<file path="src/rtl/gate_test_pkg.sv">
// Shared types and truth-table constants for the gate vector sequencer.
// Bit i of a truth table is the expected gate output for stimulus value i.
package gate_test_pkg;

  typedef enum logic [1:0] {IDLE, SETTLE, CHECK, DONE} state_t;

  localparam logic [3:0] TT_NAND2 = 4'b0111;
  localparam logic [3:0] TT_AND2  = 4'b1000;
  localparam logic [3:0] TT_OR2   = 4'b1110;
  localparam logic [1:0] TT_NOT1  = 2'b01;

endpackage

</file>
<file path="src/rtl/gate_vector_sequencer.sv">
// Sweeps every input vector of a combinational gate, holds each for SETTLE_CYCLES,
// then samples the gate output against TRUTH_TABLE; reports error count, first failure, pass/done.
module gate_vector_sequencer
  import gate_test_pkg::*;
#(
  parameter int N_INPUTS = 2,
  parameter int SETTLE_CYCLES = 1,
  parameter logic [2**N_INPUTS-1:0] TRUTH_TABLE = TT_NAND2
) (
  input  logic                clk,
  input  logic                rst,
  input  logic                start,
  input  logic                dut_r,
  output logic [N_INPUTS-1:0] stim,
  output logic                busy,
  output logic                done,
  output logic                pass,
  output logic [N_INPUTS:0]   err_count,
  output logic [N_INPUTS-1:0] first_fail_vec,
  output logic                first_fail_valid
);

  localparam int CW = (SETTLE_CYCLES > 1) ? $clog2(SETTLE_CYCLES) : 1;
  localparam logic [CW-1:0] CNT_INIT = CW'(SETTLE_CYCLES - 1);

  state_t              state_q;
  logic [CW-1:0]       cnt_q;
  logic [N_INPUTS-1:0] stim_q;
  logic [N_INPUTS:0]   err_q;
  logic [N_INPUTS-1:0] ffv_q;
  logic                ffvalid_q;
  logic                busy_q;
  logic                done_q;
  logic                pass_q;
  logic                mismatch_d;

  // An unknown dut_r takes the else branch, so it is scored as a mismatch.
  always_comb begin
    mismatch_d = 1'b1;
    if (dut_r == TRUTH_TABLE[stim_q]) begin
      mismatch_d = 1'b0;
    end
  end

  always_ff @(posedge clk or posedge rst) begin
    if (rst) begin
      state_q   <= IDLE;
      cnt_q     <= '0;
      stim_q    <= '0;
      err_q     <= '0;
      ffv_q     <= '0;
      ffvalid_q <= 1'b0;
      busy_q    <= 1'b0;
      done_q    <= 1'b0;
      pass_q    <= 1'b0;
    end else begin
      case (state_q)
        IDLE, DONE: begin
          if (start) begin
            state_q   <= SETTLE;
            cnt_q     <= CNT_INIT;
            stim_q    <= '0;
            err_q     <= '0;
            ffv_q     <= '0;
            ffvalid_q <= 1'b0;
            busy_q    <= 1'b1;
            done_q    <= 1'b0;
            pass_q    <= 1'b0;
          end
        end
        SETTLE: begin
          if (cnt_q == '0) begin
            state_q <= CHECK;
          end else begin
            cnt_q <= cnt_q - 1'b1;
          end
        end
        CHECK: begin
          if (mismatch_d) begin
            err_q <= err_q + 1'b1;
            if (!ffvalid_q) begin
              ffv_q     <= stim_q;
              ffvalid_q <= 1'b1;
            end
          end
          // stim only moves here, so the gate inputs never change mid-settle.
          if (stim_q == '1) begin
            state_q <= DONE;
            busy_q  <= 1'b0;
            done_q  <= 1'b1;
            pass_q  <= (err_q == '0) && !mismatch_d;
          end else begin
            state_q <= SETTLE;
            stim_q  <= stim_q + 1'b1;
            cnt_q   <= CNT_INIT;
          end
        end
        default: state_q <= IDLE;
      endcase
    end
  end

  assign stim             = stim_q;
  assign busy             = busy_q;
  assign done             = done_q;
  assign pass             = pass_q;
  assign err_count        = err_q;
  assign first_fail_vec   = ffv_q;
  assign first_fail_valid = ffvalid_q;

endmodule

</file>
<file path="config.mk">
export PLATFORM = sky130hd
export DESIGN_NAME = gate_vector_sequencer
export DESIGN_NICKNAME = d
export VERILOG_FILES = /design/src/rtl/gate_test_pkg.sv /design/src/rtl/gate_vector_sequencer.sv
export SDC_FILE = /design/constraint.sdc
export NUM_CORES = 1
export LEC_CHECK = 0
export BUFFER_PORTS_ARGS = -buffer_cell sky130_fd_sc_hd__buf_2
export CAP_MARGIN = 20
export CORE_MARGIN = 4
export CORE_UTILIZATION = 35
export DETAILED_ROUTE_END_ITERATION = 10
export PLACE_DENSITY_LB_ADDON = 0.15
export REMOVE_ABC_BUFFERS = 1
export SYNTH_ARGS = -nofsm -noshare
export SYNTH_HDL_FRONTEND = slang
export SYNTH_SLANG_ARGS = --single-unit
</file>
<file path="constraint.sdc">
create_clock -name clk -period 1.98 [get_ports clk]
set_clock_uncertainty 0.05 [all_clocks]
set_input_delay 0.396 -clock clk [delete_from_list [all_inputs] [get_ports clk]]
set_output_delay 0.396 -clock clk [all_outputs]
set_load 0.01 [all_outputs]
</file>
After elaboration in Yosys (flattened, before gate mapping)
Cells that the tools add are included.
{ "totals": {"ff_bits": 14, "input_bits": 4, "out_inout_bits": 11, "elab_cells": 63} }
{ "op_classes": {"addsub": 3, "n_lt_le_gt_ge": 1, "n_eq_ne": 11, "mux": 28, "reduce_logical": 11} }
{ "ops": {"columns": ["cell", "count"], "rows": [
  ["two-way mux 2 bit", 7],
  ["!= test 2 bit (second input constant)", 6],
  ["two-way mux 1 bit", 9],
  ["AND reduction 3 bit", 3],
  ["one-hot mux 1 bit (2 select lines)", 4],
  ["one-hot mux 2 bit (2 select lines)", 2],
  ["equality test 2 bit (second input constant)", 3],
  ["two-way mux 3 bit", 2],
  ["one-hot mux 2 bit (3 select lines)", 1],
  ["one-hot mux 3 bit (2 select lines)", 1],
  ["AND reduction 2 bit", 2],
  ["AND reduction 4 bit", 1],
  ["adder 3 x 1 -> 3 bit (second input constant)", 1],
  ["zero test 3 bit", 1],
  ["less-than comparator 2 x 3 -> 1 bit (second input constant)", 1],
  ["one-hot mux 1 bit (3 select lines)", 1],
  ["adder 2 x 1 -> 2 bit (second input constant)", 1],
  ["binary-select mux 1 bit (select 2 bit)", 1],
  ["equality test 2 x 1 -> 1 bit (second input constant)", 1],
  ["zero test 2 bit", 1],
  ["nonzero test 2 bit", 1],
  ["OR reduction 2 bit", 1],
  ["equality test 1 bit", 1],
  ["logical AND 1 bit", 1],
  ["subtractor 1 bit (second input constant)", 1]
]} }

Longest topological paths before layout
Gate-level depths: netlist of the first run.
{ "depth": {"word_depth": 6, "depth_mapped": 6, "depth_no_buf": 6} }

Least setup slack after synthesis of the first run
Ideal clock, no wire load.
{ "synth_timing": {"path_type": "register to register", "startpoint": "register stim_q[0], in the netlist stim[0]", "endpoint": "register err_q[2], in the netlist err_count[2]", "t_arrival_ns": 1.705, "required_time_ns": 1.861, "path_slack_ns": 0.156, "stages_incl_launch_ff": 7, "n_path_buf": 1, "period_less_slack_ns": 1.824, "cell_sequence": "dfrtp_1 > ha_1 > buf_6 > xor2_4 > or2_0 > or4b_1 > nand3_1"} }
{ "synth_via": {"elab_chain_len": 5} }
{ "synth_rtl": {"columns": ["item", "line_no", "rtl"], "rows": [
  ["start, declared", "gate_vector_sequencer.sv:28", "logic [N_INPUTS-1:0] stim_q;"],
  ["start signal, assigned", "gate_vector_sequencer.sv:94", "stim_q <= stim_q + 1'b1;"],
  ["binary-select mux 1 bit (select 2 bit)", "gate_vector_sequencer.sv:40", "if (dut_r == TRUTH_TABLE[stim_q]) begin"],
  ["two-way mux 1 bit (not written as such)", "gate_vector_sequencer.sv:40", null],
  ["equality test 1 bit", "gate_vector_sequencer.sv:40", null],
  ["!= test 2 bit (no source line)", null, null],
  ["AND reduction 3 bit (no source line)", null, null],
  ["end signal, assigned", "gate_vector_sequencer.sv:80", "err_q <= err_q + 1'b1;"],
  ["end, declared", "gate_vector_sequencer.sv:29", "logic [N_INPUTS:0] err_q;"]
]} }
No other way between the ends. The select of a mux whose other input is x is not followed.
A chain may end at the register's enable or synchronous reset.

Final worst setup path of the first run
Same ends and word-level chain as after synthesis.

==> summary.txt, run 1 <==
Floorplanning
  • Die Ht: 55.1 um
  • Initial Utilization: 38.0%
  • Die area: 3030 um2
  • Die Wd: 55.1 um
  • Core footprint: 2040 um2
  • Site row count: 16
  • I/O Pins: 15

Clock tree
  • H-tree depth: 1
  • Hold Buf Count CTS: 0
  • Post-cts resize count: 0
  • Clock tree root driver cell: clkbuf_4
  • Clk_lat worst skew: 280 ps
  • TritonCTS buffer count: 3
  • CTS max path bufs: 2
  • Clock slew at reported path FFs: 80 ps
  • Num Clock Sinks: 13
  • CTS tree: built
  • Post-CTS setup buffers: 0

Setup path
  • Setup crit start kind: flop
  • Worst R2R Setup Slack: 150 ps
  • Slowest-stage cell, CP: or4b_1
  • Slowest stage delay, CP: 470 ps
  • Buf/Inv on CP: 0
  • Critical Path, Cell by Cell: ha_1, xor2_4, or2_0, or4b_1, nand3_1
  • Setup crit end kind: flop
  • CP arrival: 2000 ps
  • WP data required: 2150 ps
  • Critical path's top delay family: simple AND/OR/NAND/NOR gates
  • Worst Path Max Fanout: 6
  • Worst setup path class: flop to flop

Synthesis
  • Gate count after technology mapping: 80
  • Largest family of logic cells by synthesized area: simple AND/OR/NAND/NOR gates
  • Fraction of the yosys area taken by sequential cells: 41.9%
  • Number of synthesized register bits: 13
  • Post-synthesis mux area share: 1.45%
  • Yosys warnings: 0
  • Syn Area/Cell: 9.70 um2
  • Mapped cell area: 776 um2
  • Simple-Gate Fraction of Synth Area: 20.8%
  • Synth unique cells: 28
  • Xor and xnor area share after synthesis: 3.55%
  • Post-Synth Adder-Cell Area: 9.68%
  • Compound-Gate Fraction of Synth Area: 15.8%

Power and ir drop
  • Seq pwr share: 35.1%
  • Lkg Pwr: 0.000451 uW
  • Pwr/cell area: 1160 nW/um2
  • Clock share of power: 15.8%
  • Tot Pwr: 1050 uW
  • Switching share of power: 41.5%
  • Net switching power: 436 uW
  • Peak VDD IR: 0.635 mV
  • P_int: 616 uW
  • Gate power share: 49.1%

Place
  • Setup WS pre-CTS: 164 ps
  • GPL Wtd Cong: 0.720
  • DP Wirelength: 1210 um
  • Buffers added on ports: 14

Cells and area
  • Share of post-route cells with drive strength above 1: 27.3%
  • # diodes: 0
  • Area added between synthesis and finish: 17.3%
  • Final net count: 110

Timing
  • Hold_ws: 84.4 ps
  • Worst Tran Pin Value: 515 ps
  • RSZ-0062 raised after global routing: no
  • Final worst setup slack: 153 ps
  • Final Setup Violations: 0
  • Final setup TNS: 0 ps
  • Final Critical Period: 1830 ps
  • Final hold viol count: 0
  • Max Clk Rate: 0.547 GHz
  • Tcrit/Tclk final: 92.3%
  • Fin. max-slew vios: 0
  • Worst relative slew slack: 65.6%

Route
  • Vias: 622
  • Initial DRC Count: 9
  • DRT Wirelength: 1640 um
  • Drt pass-1 iters: 4
  • Wire per inst: 13.0 um
  • Routed Antenna Nets: 0
  • DRC viols: 0
  • Vias per cell: 4.94

GRT
  • GR Util All Layers: 13.5%
  • Total grt overflow: 0
  • Initial antenna violation count: 0
  • Largest net degree at the start of global routing: 14
  • First-pass GRT wire length: 2850 um
  • Vias in the first global route: 637

Job
  • Max-cap violations: 0

Hold path
  • Worst min path class: input pin to async pin

Status
  • Status: finished, final reports clean
## cell usage after synthesis
library cell | n | share of area, %
a21oi_1 | 6 | 3.9
a22o_1 | 2 | 2.3
a22o_2 | 1 | 1.3
a31o_2 | 1 | 1.1
a31oi_1 | 1 | 0.81
and2b_2 | 1 | 1.1
buf_6 | 2 | 2.9
clkbuf_1 | 1 | 0.48
dfrtp_1 | 13 | 42
ha_1 | 6 | 9.7
inv_1 | 7 | 3.4
mux2_2 | 1 | 1.5
nand2_1 | 5 | 2.4
nand2b_1 | 2 | 1.6
nand3_1 | 7 | 4.5
nand4_1 | 3 | 2.4
nor2_1 | 4 | 1.9
nor2b_1 | 2 | 1.6
nor3_1 | 2 | 1.3
nor3b_1 | 1 | 0.97
o211ai_1 | 2 | 1.9
o21ai_0 | 4 | 2.6
o22a_1 | 1 | 1.1
o22ai_1 | 1 | 0.81
or2_0 | 1 | 0.81
or2_2 | 1 | 0.81
or4b_1 | 1 | 1.3
xor2_4 | 1 | 3.5
## final timing paths
path / from / end / cells past startpoint
max: stim[0] / err_count[2] / 5
min: rst / pass / 2
max reg2reg: stim[0] / err_count[2] / 5
min reg2reg: busy / busy / 2
max in group asynchronous: rst / first_fail_vec[1] / 2
min in group clk: start / busy / 3
## metrics by stage
stage	instance area [um2]	instances	util (%)
final	910	126	44.5
after global routing	910	126	44.5
after CTS	910	126	44.5
after detailed placement	883	122	43.3
after global placement	883	122	43.3
after floorplan	749	77	-
## metal layers
layer / vias to the layer above / part of all wire [%] / global-route usage [%]
met2: 15 / 43 / 20.7
met4: 0 / 0.73 / 3.64
met3: 2 / 6.2 / 6.17
li1: 322 / - / -
met1: 283 / 50 / 17.1
met5: - / 0 / 0
## placed cells by master, fill, tap and decap left out, drive strengths merged
| master | n |
|---|---|
| xor2 | 1 |
| mux2 | 1 |
| a22o | 3 |
| nor2b | 2 |
| nand2b | 2 |
| and2b | 1 |
| a21oi | 6 |
| clkbuf | 4 |
| o21ai | 4 |
| or2 | 2 |
| o211ai | 2 |
| o22a | 1 |
| a31o | 1 |
| dfrtp | 13 |
| nand2 | 5 |
| nor2 | 4 |
| inv | 7 |
| nand3 | 7 |
| or4b | 1 |
| o22ai | 1 |
| nand4 | 3 |
| nor3b | 1 |
| a31oi | 1 |
| ha | 6 |
| buf | 18 |
| nor3 | 2 |
## power groups by stage
stage               logic (uW)  clock network, uW  registers (uW)
global placement           500                  0             370
CTS                        517                172             369
floorplan                  327                  0             379
finish                     516                166             369
global route               580                183             378
detailed placement         515                  0             373
## cell type report
class | instances | area (um2)
inverters | 7 | 26.3
well taps | 27 | 33.8
clock buffers | 4 | 26.3
fillers | 217 | 1130
repair buffers | 18 | 100
flip-flops and latches | 13 | 325
multi-input cells | 57 | 398
## cell families (layout without fill, tap and decap cells)
family / count (synthesis) / after routing
adder cells (fa/ha/maj): 6 / 6
XOR/XNOR: 1 / 1
buffers and inverters: 10 / 29
multiplexers: 1 / 1
AND/OR/NAND/NOR: 30 / 30
flip-flops: 13 / 13
AO/OA/AOI/OAI: 19 / 19
## state kept, by name, summed over array words and instances, names as in the netlist
signal            cells
first_fail_vec        2
state_q               2
pass                  1
err_count             3
first_fail_valid      1
busy                  1
stim                  2
done                  1
Power figures use the tool's default switching activity.
==> inputs of run 2 (changes only) <==
- ABC_AREA: unset -> 1
==> summary.txt, run 2 <==
Setup path
  • Worst Setup EP: busy
  • Worst setup path class: flop to flop
  • Worst Path Max Fanout: 8
  • Reg2Reg Capture Point: busy
  • Crit path from: state_q[0]
  • Setup crit start kind: flop
  • Worst R2R Setup Slack: 490 ps
  • CP arrival: 1610 ps
  • Setup crit end kind: flop
  • WP data required: 2090 ps
  • R2R depth: 8
  • Reg2reg start: state_q[0]

Synthesis
  • FFs w/ async S/R, synth: 100%
  • Syn Area/Cell: 8.22 um2
  • Post-synth top flop: dfrtp_1
  • Area leader, netlist: dfrtp_1
  • Synth unique cells: 18
  • Number of flops mapped to enable cells by yosys: 0
  • Yosys warnings: 0
  • Mapped cell area: 764 um2
  • Most common cell in the netlist: nand2_1
  • Number of synthesized register bits: 13
  • Gate count after technology mapping: 93
  • Share of the synthesized area in the top cell type: 42.6%
  • Post-synth top cells: nand2_1 (29), inv_1 (14), dfrtp_1 (13)
  • Synth area leaders: dfrtp_1 (43%), nand2_1 (14%), ha_1 (9.8%), inv_1 (6.9%), nand4_1 (4.9%)
  • Fraction of the yosys area taken by sequential cells: 42.6%

GRT
  • Largest net degree at the start of global routing: 14
  • Initial antenna violation count: 0
  • GR Util All Layers: 11.8%
  • First-pass GRT wire length: 2510 um
  • Total grt overflow: 0
  • Vias in the first global route: 584

Place
  • DP Wirelength: 1100 um
  • Placed cells: 134
  • GPL Wtd Cong: 0.730
  • Buffers added on ports: 14

Cells and area
  • # diodes: 0
  • Most frequent cells in the layout: nand2_1 (29), inv_1 (14), buf_2 (14)
  • Max FFs per register: 3
  • Area added between synthesis and finish: 16.5%
  • Final net count: 122
  • Share of post-route cells with drive strength above 1: 24.3%
  • Most common cell after layout, fill and taps aside: nand2_1
  • Layout Cells excl Fill: 138

Hold path
  • Worst min path class: input pin to async pin

Timing
  • Final hold viol count: 0
  • Hold_ws: 85.3 ps
  • Worst Tran Pin Value: 504 ps
  • Tcrit/Tclk final: 75.3%
  • Final Setup Violations: 0
  • Worst relative slew slack: 66.3%
  • Final setup TNS: 0 ps
  • RSZ-0062 raised after global routing: no
  • Max Clk Rate: 0.671 GHz
  • Fin. max-slew vios: 0
  • Final Critical Period: 1490 ps

Clock tree
  • CTS tree: built
  • TritonCTS buffer count: 3
  • Num Clock Sinks: 13
  • Post-cts resize count: 0
  • H-tree depth: 1
  • CTS max path bufs: 2
  • Clock tree root driver cell: clkbuf_4
  • Hold Buf Count CTS: 0
  • Clk_lat worst skew: 270 ps
  • Post-CTS setup buffers: 0
  • Clock slew at reported path FFs: 80 ps

Floorplanning
  • Core footprint: 2020 um2
  • Initial Utilization: 37.8%
  • Die Ht: 54.7 um
  • I/O Pins: 15
  • Die area: 3000 um2
  • Site row count: 16
  • Die Wd: 54.7 um

Route
  • DRT Wirelength: 1370 um
  • DRC viols: 0
  • Vias per cell: 4.36
  • Vias: 601
  • Wire per inst: 9.95 um
  • Initial DRC Count: 6
  • Routed Antenna Nets: 0
  • Drt pass-1 iters: 4

Power and ir drop
  • Tot Pwr: 1080 uW
  • Lkg Pwr: 0.000522 uW
  • Pwr/cell area: 1210 nW/um2
  • Peak VDD IR: 0.591 mV

Status
  • Status: finished, final reports clean

Job
  • Max-cap violations: 0
[run 2: final cells by class]
cell class / count / area, um2
fillers: 198 / 1130
multi-input cells: 62 / 364
flip-flops and latches: 13 / 325
repair buffers: 15 / 77.6
inverters: 17 / 63.8
well taps: 27 / 33.8
clock buffers: 4 / 26.3
[run 2: worst max-delay path: stages (launching register included)]
cell,delay (ps)
dfrtp_1,400
inv_1,70
ha_1,320
inv_2,110
nor2_8,60
a21oi_2,160
nand2_1,90
o21ai_1,80
inv_1,50
[run 2: where the power goes]
group          switching, uW  internal (uW)
sequential              47.2            329
combinational            351            190
clock                   83.1           77.9
total                    482            597
[run 2: through the flow]
step	utilization, %	cell area [um2]	setup WS (ps)
after global placement	42.8	865	554
after detailed placement	42.8	865	502
final	44.1	891	489
after CTS	44.1	891	488
after global routing	44.1	891	341
after floorplan	-	753	491
[run 2: how the worst min path moves through the flow]
stage	start	endpoint	slack, ps
6_report	rst	stim[0]	90
5_1_grt	rst	state_q[0]	130
4_1_cts	rst	err_count[0]	100
3_5_place_dp	rst	first_fail_vec[0]	400
3_3_place_gp	first_fail_vec[0]	first_fail_vec[0]	400
2_1_floorplan	rst	busy	220
[run 2: routing by layer]
layer  track usage, %  wire [um]  up-vias
met2             17.7        649        7
met1             15.2        652      264
li1                 -          -      328
met3             2.45         53        2
met5                0          0        -
met4             7.47         17        0
[run 2: kinds of logic after synthesis]
group	Yosys count	share of synthesized area [%]
flops	13	42.6
fa+ha+maj	6	9.82
compound gates	7	5.07
simple gates	49	32.7
buf+inv	18	9.82
